## config.mk

```make
export PLATFORM = sky130hd
export DESIGN_NAME = regs_arbiter_flat
export DESIGN_NICKNAME = d
export VERILOG_FILES = /design/src/rtl/regs_arbiter_if.sv /design/src/rtl/regs_arbiter.sv /design/src/flat_wrapper.sv
export SDC_FILE = /design/constraint.sdc
export NUM_CORES = 1
export LEC_CHECK = 0
export CAP_MARGIN = 10
export CORE_MARGIN = 1.5
export CORE_UTILIZATION = 49
export DETAILED_ROUTE_END_ITERATION = 6
export PLACE_DENSITY = 0.84
export SYNTH_ARGS = -nofsm -noshare
export SYNTH_HDL_FRONTEND = slang
export SYNTH_SLANG_ARGS = --single-unit
export TNS_END_PERCENT = 20
```

## constraint.sdc

```tcl
create_clock -name clk -period 4.2 [get_ports clk]
set_clock_uncertainty 0.05 [all_clocks]
set_input_delay 0.84 -clock clk [delete_from_list [all_inputs] [get_ports clk]]
set_output_delay 0.84 -clock clk [all_outputs]
set_load 0.01 [all_outputs]
```

## src/rtl/regs_arbiter_if.sv

```systemverilog
// regs_arbiter_if: requester-side bus of the register-file arbiter.
// Carries two independent command channels (valid/ready plus op, address
// and write data) and their registered response channels.
//   master : requester side (drives commands, receives ready and responses)
//   slave  : arbiter side   (receives commands, drives ready and responses)
// op encoding: 00 READ, 01 WRITE, 10 SWAP (a <-> a^1), 11 treated as READ.
interface regs_arbiter_if #(
  parameter int n     = 8,
  parameter int Rsize = 1
);
  logic             req0_valid;
  logic             req0_ready;
  logic [1:0]       req0_op;
  logic [Rsize-1:0] req0_addr;
  logic [n-1:0]     req0_wdata;
  logic             rsp0_valid;
  logic [n-1:0]     rsp0_data;

  logic             req1_valid;
  logic             req1_ready;
  logic [1:0]       req1_op;
  logic [Rsize-1:0] req1_addr;
  logic [n-1:0]     req1_wdata;
  logic             rsp1_valid;
  logic [n-1:0]     rsp1_data;

  modport master (
    output req0_valid, req0_op, req0_addr, req0_wdata,
    output req1_valid, req1_op, req1_addr, req1_wdata,
    input  req0_ready, rsp0_valid, rsp0_data,
    input  req1_ready, rsp1_valid, rsp1_data
  );

  modport slave (
    input  req0_valid, req0_op, req0_addr, req0_wdata,
    input  req1_valid, req1_op, req1_addr, req1_wdata,
    output req0_ready, rsp0_valid, rsp0_data,
    output req1_ready, rsp1_valid, rsp1_data
  );
endinterface

```

## src/rtl/regs_arbiter.sv

```systemverilog
// regs_arbiter: shares a single-port, read-before-write register file
// (2^Rsize x n, registered read data) between two requesters.
// Accepts READ / WRITE / SWAP commands, sequences the register-file pins and
// returns one registered response per accepted command to its owner.
// Ports:
//   clk, reset      : clock, synchronous active-high reset
//   bus (slave)     : two command/response channels, see regs_arbiter_if
//   rf_w            : register-file write enable
//   rf_Raddr        : register-file address
//   rf_Wdata        : register-file write data
//   rf_Rdata        : register-file read data (valid the cycle after address)
//   busy            : high whenever a command is in flight
// Latency from acceptance: READ/WRITE response visible 3 cycles later,
// SWAP response 5 cycles later. WRITE and SWAP return the old content of a.
module regs_arbiter #(
  parameter int n     = 8,
  parameter int Rsize = 1
) (
  input  logic             clk,
  input  logic             reset,
  regs_arbiter_if.slave    bus,
  output logic             rf_w,
  output logic [Rsize-1:0] rf_Raddr,
  output logic [n-1:0]     rf_Wdata,
  input  logic [n-1:0]     rf_Rdata,
  output logic             busy
);

  typedef enum logic [2:0] {
    IDLE  = 3'd0,
    ISSUE = 3'd1,
    CAP   = 3'd2,
    S_RA  = 3'd3,
    S_RB  = 3'd4,
    S_WA  = 3'd5,
    S_WB  = 3'd6
  } state_t;

  localparam logic [1:0] OP_WRITE = 2'b01;
  localparam logic [1:0] OP_SWAP  = 2'b10;

  state_t           state;
  state_t           state_nx;
  logic             last_grant;
  logic             grant;
  logic             accept;
  logic [1:0]       sel_op;
  logic [Rsize-1:0] sel_addr;
  logic [n-1:0]     sel_wdata;

  logic [1:0]       cmd_op;
  logic [Rsize-1:0] cmd_a;
  logic [Rsize-1:0] cmd_b;
  logic             cmd_owner;
  logic [n-1:0]     cmd_wdata;
  logic [n-1:0]     tmp_a;
  logic [n-1:0]     rsp_value;

  // Round-robin: a lone requester wins; on a tie the one not granted last
  // time wins. With nobody valid the grant still points at the next-in-turn
  // requester so its ready is already up when it arrives.
  always_comb begin
    if (bus.req0_valid && bus.req1_valid) grant = ~last_grant;
    else if (bus.req1_valid)              grant = 1'b1;
    else if (bus.req0_valid)              grant = 1'b0;
    else                                  grant = ~last_grant;
  end

  assign bus.req0_ready = (state == IDLE) && !grant && !reset;
  assign bus.req1_ready = (state == IDLE) &&  grant && !reset;
  assign accept = (state == IDLE) && !reset &&
                  (grant ? bus.req1_valid : bus.req0_valid);

  assign sel_op    = grant ? bus.req1_op    : bus.req0_op;
  assign sel_addr  = grant ? bus.req1_addr  : bus.req0_addr;
  assign sel_wdata = grant ? bus.req1_wdata : bus.req0_wdata;

  // SWAP partner differs only in the LSB, so it is always in range.
  always_comb begin
    cmd_b    = cmd_a;
    cmd_b[0] = ~cmd_a[0];
  end

  assign busy = (state != IDLE);

  // Next state and register-file pins
  always_comb begin
    state_nx = state;
    rf_w     = 1'b0;
    rf_Raddr = cmd_a;
    rf_Wdata = '0;
    case (state)
      IDLE: begin
        if (accept) state_nx = (sel_op == OP_SWAP) ? S_RA : ISSUE;
      end
      ISSUE: begin
        // Reserved op falls through here as a plain read.
        if (cmd_op == OP_WRITE) begin
          rf_w     = 1'b1;
          rf_Wdata = cmd_wdata;
        end
        state_nx = CAP;
      end
      CAP: begin
        state_nx = IDLE;
      end
      S_RA: begin
        state_nx = S_RB;
      end
      S_RB: begin
        rf_Raddr = cmd_b;
        state_nx = S_WA;
      end
      S_WA: begin
        // rf_Rdata now carries old b (address presented in S_RB).
        rf_w     = 1'b1;
        rf_Wdata = rf_Rdata;
        state_nx = S_WB;
      end
      S_WB: begin
        rf_Raddr = cmd_b;
        rf_w     = 1'b1;
        rf_Wdata = tmp_a;
        state_nx = IDLE;
      end
      default: begin
        state_nx = IDLE;
      end
    endcase
  end

  // WRITE returns the pre-write content captured in CAP; SWAP returns old a.
  assign rsp_value = (state == CAP) ? rf_Rdata : tmp_a;

  // Control state, command address and response channels
  always_ff @(posedge clk) begin
    if (reset) begin
      state          <= IDLE;
      last_grant     <= 1'b1;
      cmd_op         <= 2'b00;
      cmd_a          <= '0;
      cmd_owner      <= 1'b0;
      bus.rsp0_valid <= 1'b0;
      bus.rsp1_valid <= 1'b0;
      bus.rsp0_data  <= '0;
      bus.rsp1_data  <= '0;
    end else begin
      state          <= state_nx;
      bus.rsp0_valid <= 1'b0;
      bus.rsp1_valid <= 1'b0;
      if (accept) begin
        cmd_op     <= sel_op;
        cmd_a      <= sel_addr;
        cmd_owner  <= grant;
        last_grant <= grant;
      end
      if (state == CAP || state == S_WB) begin
        if (cmd_owner) begin
          bus.rsp1_valid <= 1'b1;
          bus.rsp1_data  <= rsp_value;
        end else begin
          bus.rsp0_valid <= 1'b1;
          bus.rsp0_data  <= rsp_value;
        end
      end
    end
  end

  // Data-only registers: never observed before being loaded.
  always_ff @(posedge clk) begin
    if (accept)        cmd_wdata <= sel_wdata;
    if (state == S_RB) tmp_a     <= rf_Rdata;
  end

endmodule

```

## src/flat_wrapper.sv

```systemverilog
// flat-port wrapper written by rule: the top's interface ports become plain ports
module regs_arbiter_flat 
#(
  parameter int n     = 8,
  parameter int Rsize = 1
)
  (clk, reset, rf_w, rf_Raddr, rf_Wdata, rf_Rdata, busy, bus_req0_valid, bus_req0_op, bus_req0_addr, bus_req0_wdata, bus_req1_valid, bus_req1_op, bus_req1_addr, bus_req1_wdata, bus_req0_ready, bus_rsp0_valid, bus_rsp0_data, bus_req1_ready, bus_rsp1_valid, bus_rsp1_data);
  regs_arbiter_if #(.n(n), .Rsize(Rsize)) bus_i ();
  input  logic clk;
  input  logic reset;
  output logic rf_w;
  output logic [Rsize-1:0] rf_Raddr;
  output logic [n-1:0] rf_Wdata;
  input  logic [n-1:0] rf_Rdata;
  output logic busy;
  input wire logic [$bits(bus_i.req0_valid)-1:0] bus_req0_valid;
  input wire logic [$bits(bus_i.req0_op)-1:0] bus_req0_op;
  input wire logic [$bits(bus_i.req0_addr)-1:0] bus_req0_addr;
  input wire logic [$bits(bus_i.req0_wdata)-1:0] bus_req0_wdata;
  input wire logic [$bits(bus_i.req1_valid)-1:0] bus_req1_valid;
  input wire logic [$bits(bus_i.req1_op)-1:0] bus_req1_op;
  input wire logic [$bits(bus_i.req1_addr)-1:0] bus_req1_addr;
  input wire logic [$bits(bus_i.req1_wdata)-1:0] bus_req1_wdata;
  output wire logic [$bits(bus_i.req0_ready)-1:0] bus_req0_ready;
  output wire logic [$bits(bus_i.rsp0_valid)-1:0] bus_rsp0_valid;
  output wire logic [$bits(bus_i.rsp0_data)-1:0] bus_rsp0_data;
  output wire logic [$bits(bus_i.req1_ready)-1:0] bus_req1_ready;
  output wire logic [$bits(bus_i.rsp1_valid)-1:0] bus_rsp1_valid;
  output wire logic [$bits(bus_i.rsp1_data)-1:0] bus_rsp1_data;
  assign bus_i.req0_valid = bus_req0_valid;
  assign bus_i.req0_op = bus_req0_op;
  assign bus_i.req0_addr = bus_req0_addr;
  assign bus_i.req0_wdata = bus_req0_wdata;
  assign bus_i.req1_valid = bus_req1_valid;
  assign bus_i.req1_op = bus_req1_op;
  assign bus_i.req1_addr = bus_req1_addr;
  assign bus_i.req1_wdata = bus_req1_wdata;
  assign bus_req0_ready = bus_i.req0_ready;
  assign bus_rsp0_valid = bus_i.rsp0_valid;
  assign bus_rsp0_data = bus_i.rsp0_data;
  assign bus_req1_ready = bus_i.req1_ready;
  assign bus_rsp1_valid = bus_i.rsp1_valid;
  assign bus_rsp1_data = bus_i.rsp1_data;
  regs_arbiter #(.n(n), .Rsize(Rsize)) u_core (.clk(clk), .reset(reset), .bus(bus_i), .rf_w(rf_w), .rf_Raddr(rf_Raddr), .rf_Wdata(rf_Wdata), .rf_Rdata(rf_Rdata), .busy(busy));
endmodule
```

# Word-level counts from Yosys, hierarchy flattened
# Cells that the tools add are included.
# op_classes
mux	18
n_reduce_logical	17
bitwise_logic	4
n_eq_ne	9
# ops
op	n
$mux W8	3
$pmux W8 S3	1
$pmux W3 S5	1
$eq A3 B3 Y1 const B	3
$mux W1	9
$logic_and A1 B1 Y1	7
$eq A3 B2 Y1 const B	2
$reduce_or A2 Y1	3
$mux W2	2
$not A1 Y1	4
$reduce_and A2 Y1	2
$eq A3 B1 Y1 const B	1
$logic_not A3 Y1	1
$mux W3	1
$reduce_bool A3 Y1	1
$eq A2 B1 Y1 const B	1
$eq A2 B2 Y1 const B	1
$logic_not A1 Y1	2
$ne A2 B1 Y1 const B	1
$pmux W1 S2	1
$logic_or A1 B1 Y1	1
# totals
output_inout_bits	31
regBits	42
inputBits	34

# Depth between registers and ports, before layout
# Gate-level depths: netlist (run 1).
# logic_depth
word_depth	9
depth_mapped	6

# Worst setup path before layout (run 1)
# No wires, ideal clock.
# synth_timing
path_kind	input to output
from	input port reset
to	output port bus_req0_ready
arrival_time_ns	1.675
required_ns	3.310
slack_ns	1.635
path_stages	3
path_cell_list	clkbuf_1 > or4_4 > nor2b_1
# synth_via
elab_chain_len	2
# synth_lines
item	line_no	source
from (decl)	flat_wrapper.sv:10	input logic reset;
$logic_not A1 Y1	regs_arbiter.sv:69	assign bus.req0_ready = (state == IDLE) && !grant && !reset;
$logic_and A1 B1 Y1	regs_arbiter.sv:69	
to (decl)	flat_wrapper.sv:24	output wire logic [$bits(bus_i.req0_ready)-1:0] bus_req0_ready;
# Every way passes these cells.

# Final worst setup path (run 1)
# layout_timing
from	input port bus_req1_valid
to	output port bus_req1_ready
# layout_via
elab_chain_len	4
word_cells_on_any_way	5
classes_between	mux (2); reduce/logical (3)
# layout_lines
item	line_no	source
from (decl)	flat_wrapper.sv:20	input wire logic [$bits(bus_i.req1_valid)-1:0] bus_req1_valid;
$mux W1 / $logic_and A1 B1 Y1 (equally long branches)	regs_arbiter.sv:64, regs_arbiter.sv:63	
$mux W1 *	regs_arbiter.sv:63	if (bus.req0_valid && bus.req1_valid) grant = ~last_grant;
$logic_and A1 B1 Y1 * (2 in series)	regs_arbiter.sv:70	assign bus.req1_ready = (state == IDLE) && grant && !reset;
to (decl)	flat_wrapper.sv:27	output wire logic [$bits(bus_i.req1_ready)-1:0] bus_req1_ready;
# Every way passes the cells marked *; elsewhere a longest branch is shown, timed or not.

==> results.cfg, run 1 <==
[clocking]
clkTransAtPathRegs_ns = 0.09
post_cts.resized_instances = 0
cts_num_sinks = 42
cts.repair_timing.setup_buffer_count = 0
insertion_delay_ns = 0.30
cts-root-to-sink-buffers = 2
cts_made_buffers = 5
root_buffer = clkbuf_8
htree_num_levels = 2
cts_hold_buf = 0
tritoncts_clock_tree = built

[layout]
num_antenna_cells = 0
multiInputGateArea_um2 = 845
sequential_area_mm2 = 0.00100
layout-drive-gt1-share_pct = 14.4
layout_cell_area_excl_fill_mm2 = 0.00269
count_of_non_filler_cells_in_the_finished_layout = 298
area_growth_pct = 39.7
layout.filler_cells = 296
finish.net_count = 283

[route]
route.detailed.vias_per_inst = 5.45
initialDrtViolationCount = 133
wl_per_cell_um = 15.3
postRouteWirelength_mm = 4.57
routed-via-count = 1624
drt_antenna_net_count = 0
route.detailed.drc = 0
drt_first_pass_iters = 5

[power_and_ir_drop]
static-leakage-power_nw = 1.04
peakVddDrop_uv = 245
pwr_density_cell_mw_per_mm2 = 345

[synthesis]
syn-cell-area_mm2 = 0.00193
avgSynthCellArea_um2 = 10.4
ys.warnings.count = 0
part_of_the_yosys_area_used_for_sequential_elements_pct = 51.9
post_synth_num_cell_types = 40
synthesis_stage_register_bit_count = 42
syn-instance-count = 185
synth_nets = 219

[timing]
setup_viol = 0
timing.final.max_slew_violations = 0
setup_repair_after_global_routing_missed_its_margin = no
achievable_freq_mhz = 269
final_hold_viol_count = 0
worst_path_setup_slack_after_routing_ns = 0.488
final_period_minus_worst_setup_slack_ns = 3.71
tightest_slew_ns = 0.987
timing.setup.tns_ns = 0
final.period_utilization_pct = 88.4
fin_worst_hold_slack_ns = 0.442
max_transition_margin_pct = 34.1

[die]
die_w_um = 65.7
die_h_um = 65.7
start_util_pct = 51.9
number_of_primary_i_o_pins = 65
rows = 22
die-area_mm2 = 0.00432
floorplan.core_area_mm2 = 0.00372

[placed_design]
port-buffer-count = 64
hpwlAfterDp_mm = 3.38
post_dp_cell_area_mm2 = 0.00260
post-place-ws_ns = 0.502
routabilityCongestion = 0.791
place_inst = 290

[setup_path]
max_stage_delay_ns = 0.57
timing.rr.end = u_core.bus.rsp0_data[5]$_SDFFE_PP0P_
cp_data_required_time_ns = 3.31
worst-setup-path-type = in -> out
end_kind = primary output
setup.reg_to_reg.worst_slack_ns = 2.26
timing.critical_path.slowest_stage_cell = clkdlybuf4s50_1
critical_path.startpoint_type = input port
worst-path-max-fanout = 12
cell_chain_of_the_critical_path = clkdlybuf4s50_1 -> inv_1 -> maj3_1 -> nor2_1 -> clkdlybuf4s50_1
cell_depth_of_the_worst_flop_to_flop_path = 3
critical-path-top-cell-by-count = clkdlybuf4s50_1
worstReg2RegStart = u_core.state[1]$_SDFFE_PP0P_
critPathArrivalTime_ns = 2.82

[min_path]
hold_start = u_core.bus.rsp1_data[0]$_SDFFE_PP0P_
hp-class = reg -> reg
worstHoldEndpoint = u_core.bus.rsp1_data[0]$_SDFFE_PP0P_
holdPathStages = 2

[run_status]
status = complete, no violations

[grt]
grt_pass1_vias = 1553
pin_count_of_the_biggest_net_entering_global_routing = 26
grt_antenna_before_repair = 0
grt-ovfl-total = 0
grt_first_pass_wirelength_mm = 7.40
grt_use_total_pct = 22.7

[run]
max_cap_viol_count = 0
-- where the power goes --
group / internal, mW / leakage, nW / switching (mW)
clock network: 0.120 / 0.0491 / 0.146
registers: 0.452 / 0.359 / 0.0215
logic: 0.106 / 0.629 / 0.0843
total: 0.678 / 1.04 / 0.252
-- cell families (layout without fill, tap and decap cells) --
logic type,count (synthesis),count (layout),share of synthesized area (%)
adder cells (fa/ha/maj),1,1,0.520
flip-flops,42,42,51.9
buffers and inverters,20,85,4.22
AND/OR/NAND/NOR,83,83,22.4
multiplexers,21,21,12.0
AO/OA/AOI/OAI,17,17,8.44
XOR/XNOR,1,1,0.455
-- worst max-delay path, delay by kind of cell --
kind,cells,cell delay [ns]
adder cells (fa/ha/maj),1,0.57
buffers and inverters,3,1.23
AND/OR/NAND/NOR,1,0.18
-- state kept, by name, indices dropped and copies added (netlist names) --
| signal | flops |
|---|---|
| u_core.bus.rsp0_data | 8 |
| u_core.bus.rsp1_data | 8 |
| u_core.cmd_wdata | 8 |
| u_core.tmp_a | 8 |
| u_core.state | 3 |
| u_core.cmd_op | 2 |
| u_core.bus.rsp0_valid | 1 |
| u_core.bus.rsp1_valid | 1 |
| u_core.cmd_a | 1 |
| u_core.cmd_owner | 1 |
| u_core.last_grant | 1 |
-- worst max-delay path by stage --
stage                   start              to  depth (start not counted)
2_1_floorplan           reset  bus_req0_ready                          3
5_1_grt        bus_req1_valid  bus_req1_ready                          5
3_5_place_dp   bus_req1_valid  bus_req1_ready                          5
3_3_place_gp   bus_req1_valid  bus_req1_ready                          5
4_1_cts        bus_req1_valid  bus_req1_ready                          5
6_report       bus_req1_valid  bus_req1_ready                          5
-- Yosys cell counts --
| library cell | instances | area (µm²) |
|---|---|---|
| a211o_1 | 1 | 8.76 |
| a211oi_1 | 1 | 7.51 |
| a211oi_2 | 1 | 12.5 |
| a21oi_1 | 1 | 5.00 |
| a222oi_1 | 8 | 80.1 |
| a311oi_2 | 1 | 15.0 |
| a31oi_1 | 1 | 6.26 |
| a32oi_1 | 1 | 8.76 |
| and3_1 | 3 | 18.8 |
| and3b_1 | 1 | 8.76 |
| buf_1 | 1 | 3.75 |
| buf_2 | 2 | 10.0 |
| buf_4 | 1 | 7.51 |
| clkbuf_1 | 4 | 15.0 |
| dfxtp_1 | 26 | 521 |
| edfxtp_1 | 16 | 480 |
| inv_1 | 11 | 41.3 |
| inv_2 | 1 | 3.75 |
| maj3_1 | 1 | 10.0 |
| mux2_2 | 17 | 191 |
| mux2i_1 | 4 | 40.0 |
| nand2_1 | 4 | 15.0 |
| nand2b_1 | 4 | 25.0 |
| nand3_1 | 1 | 5.00 |
| nand3b_1 | 1 | 7.51 |
| nor2_1 | 40 | 150 |
| nor2_2 | 1 | 6.26 |
| nor2_8 | 1 | 20.0 |
| nor2b_1 | 2 | 12.5 |
| nor3_1 | 18 | 90.1 |
| nor3_2 | 1 | 10.0 |
| nor3b_1 | 1 | 7.51 |
| nor3b_4 | 1 | 18.8 |
| nor4_2 | 1 | 12.5 |
| o2111ai_1 | 1 | 8.76 |
| o211a_1 | 1 | 10.0 |
| or2_2 | 1 | 6.26 |
| or3_1 | 1 | 6.26 |
| or4_4 | 1 | 11.3 |
| xnor2_1 | 1 | 8.76 |
-- final cells by class --
type,instances,share of cell area (%)
clock inverter,3,0.883
tap,48,2.23
inverter,12,1.67
sequential,42,37.2
clock buffer,5,2.56
timing repair buffer,65,24.1
multi-input combinational,123,31.4
-- stage by stage --
| stage | utilization [%] | power [mW] |
|---|---|---|
| after floorplan | - | 0.582 |
| after global placement | 69.9 | 0.668 |
| after detailed placement | 69.9 | 0.673 |
| after CTS | 72.4 | 0.939 |
| after global routing | 72.4 | 0.971 |
| final | 72.4 | 0.930 |
-- placed cells by master (no fill, tap or decap), drive strengths merged, types with 4 or more instances in the layout --
cell type / instances
inv: 14
clkbuf: 5
nor3: 19
clkdlybuf4s50: 64
edfxtp: 16
nand2b: 4
mux2: 17
nor2: 42
dfxtp: 26
a222oi: 8
mux2i: 4
nand2: 4
-- layer usage --
metal  track usage, %  part of all wire (%)
met5                0                     0
met4             8.33                   2.3
met3             5.48                   6.2
met2             39.5                    51
met1             26.9                    41
Note: power is estimated with default switching activity, not from simulation.
==> inputs of run 2 (changes only) <==
- TNS_END_PERCENT: 20 -> 1
==> results of run 2 <==
The final DEF is identical to that of run 1; final timing and power are the same.
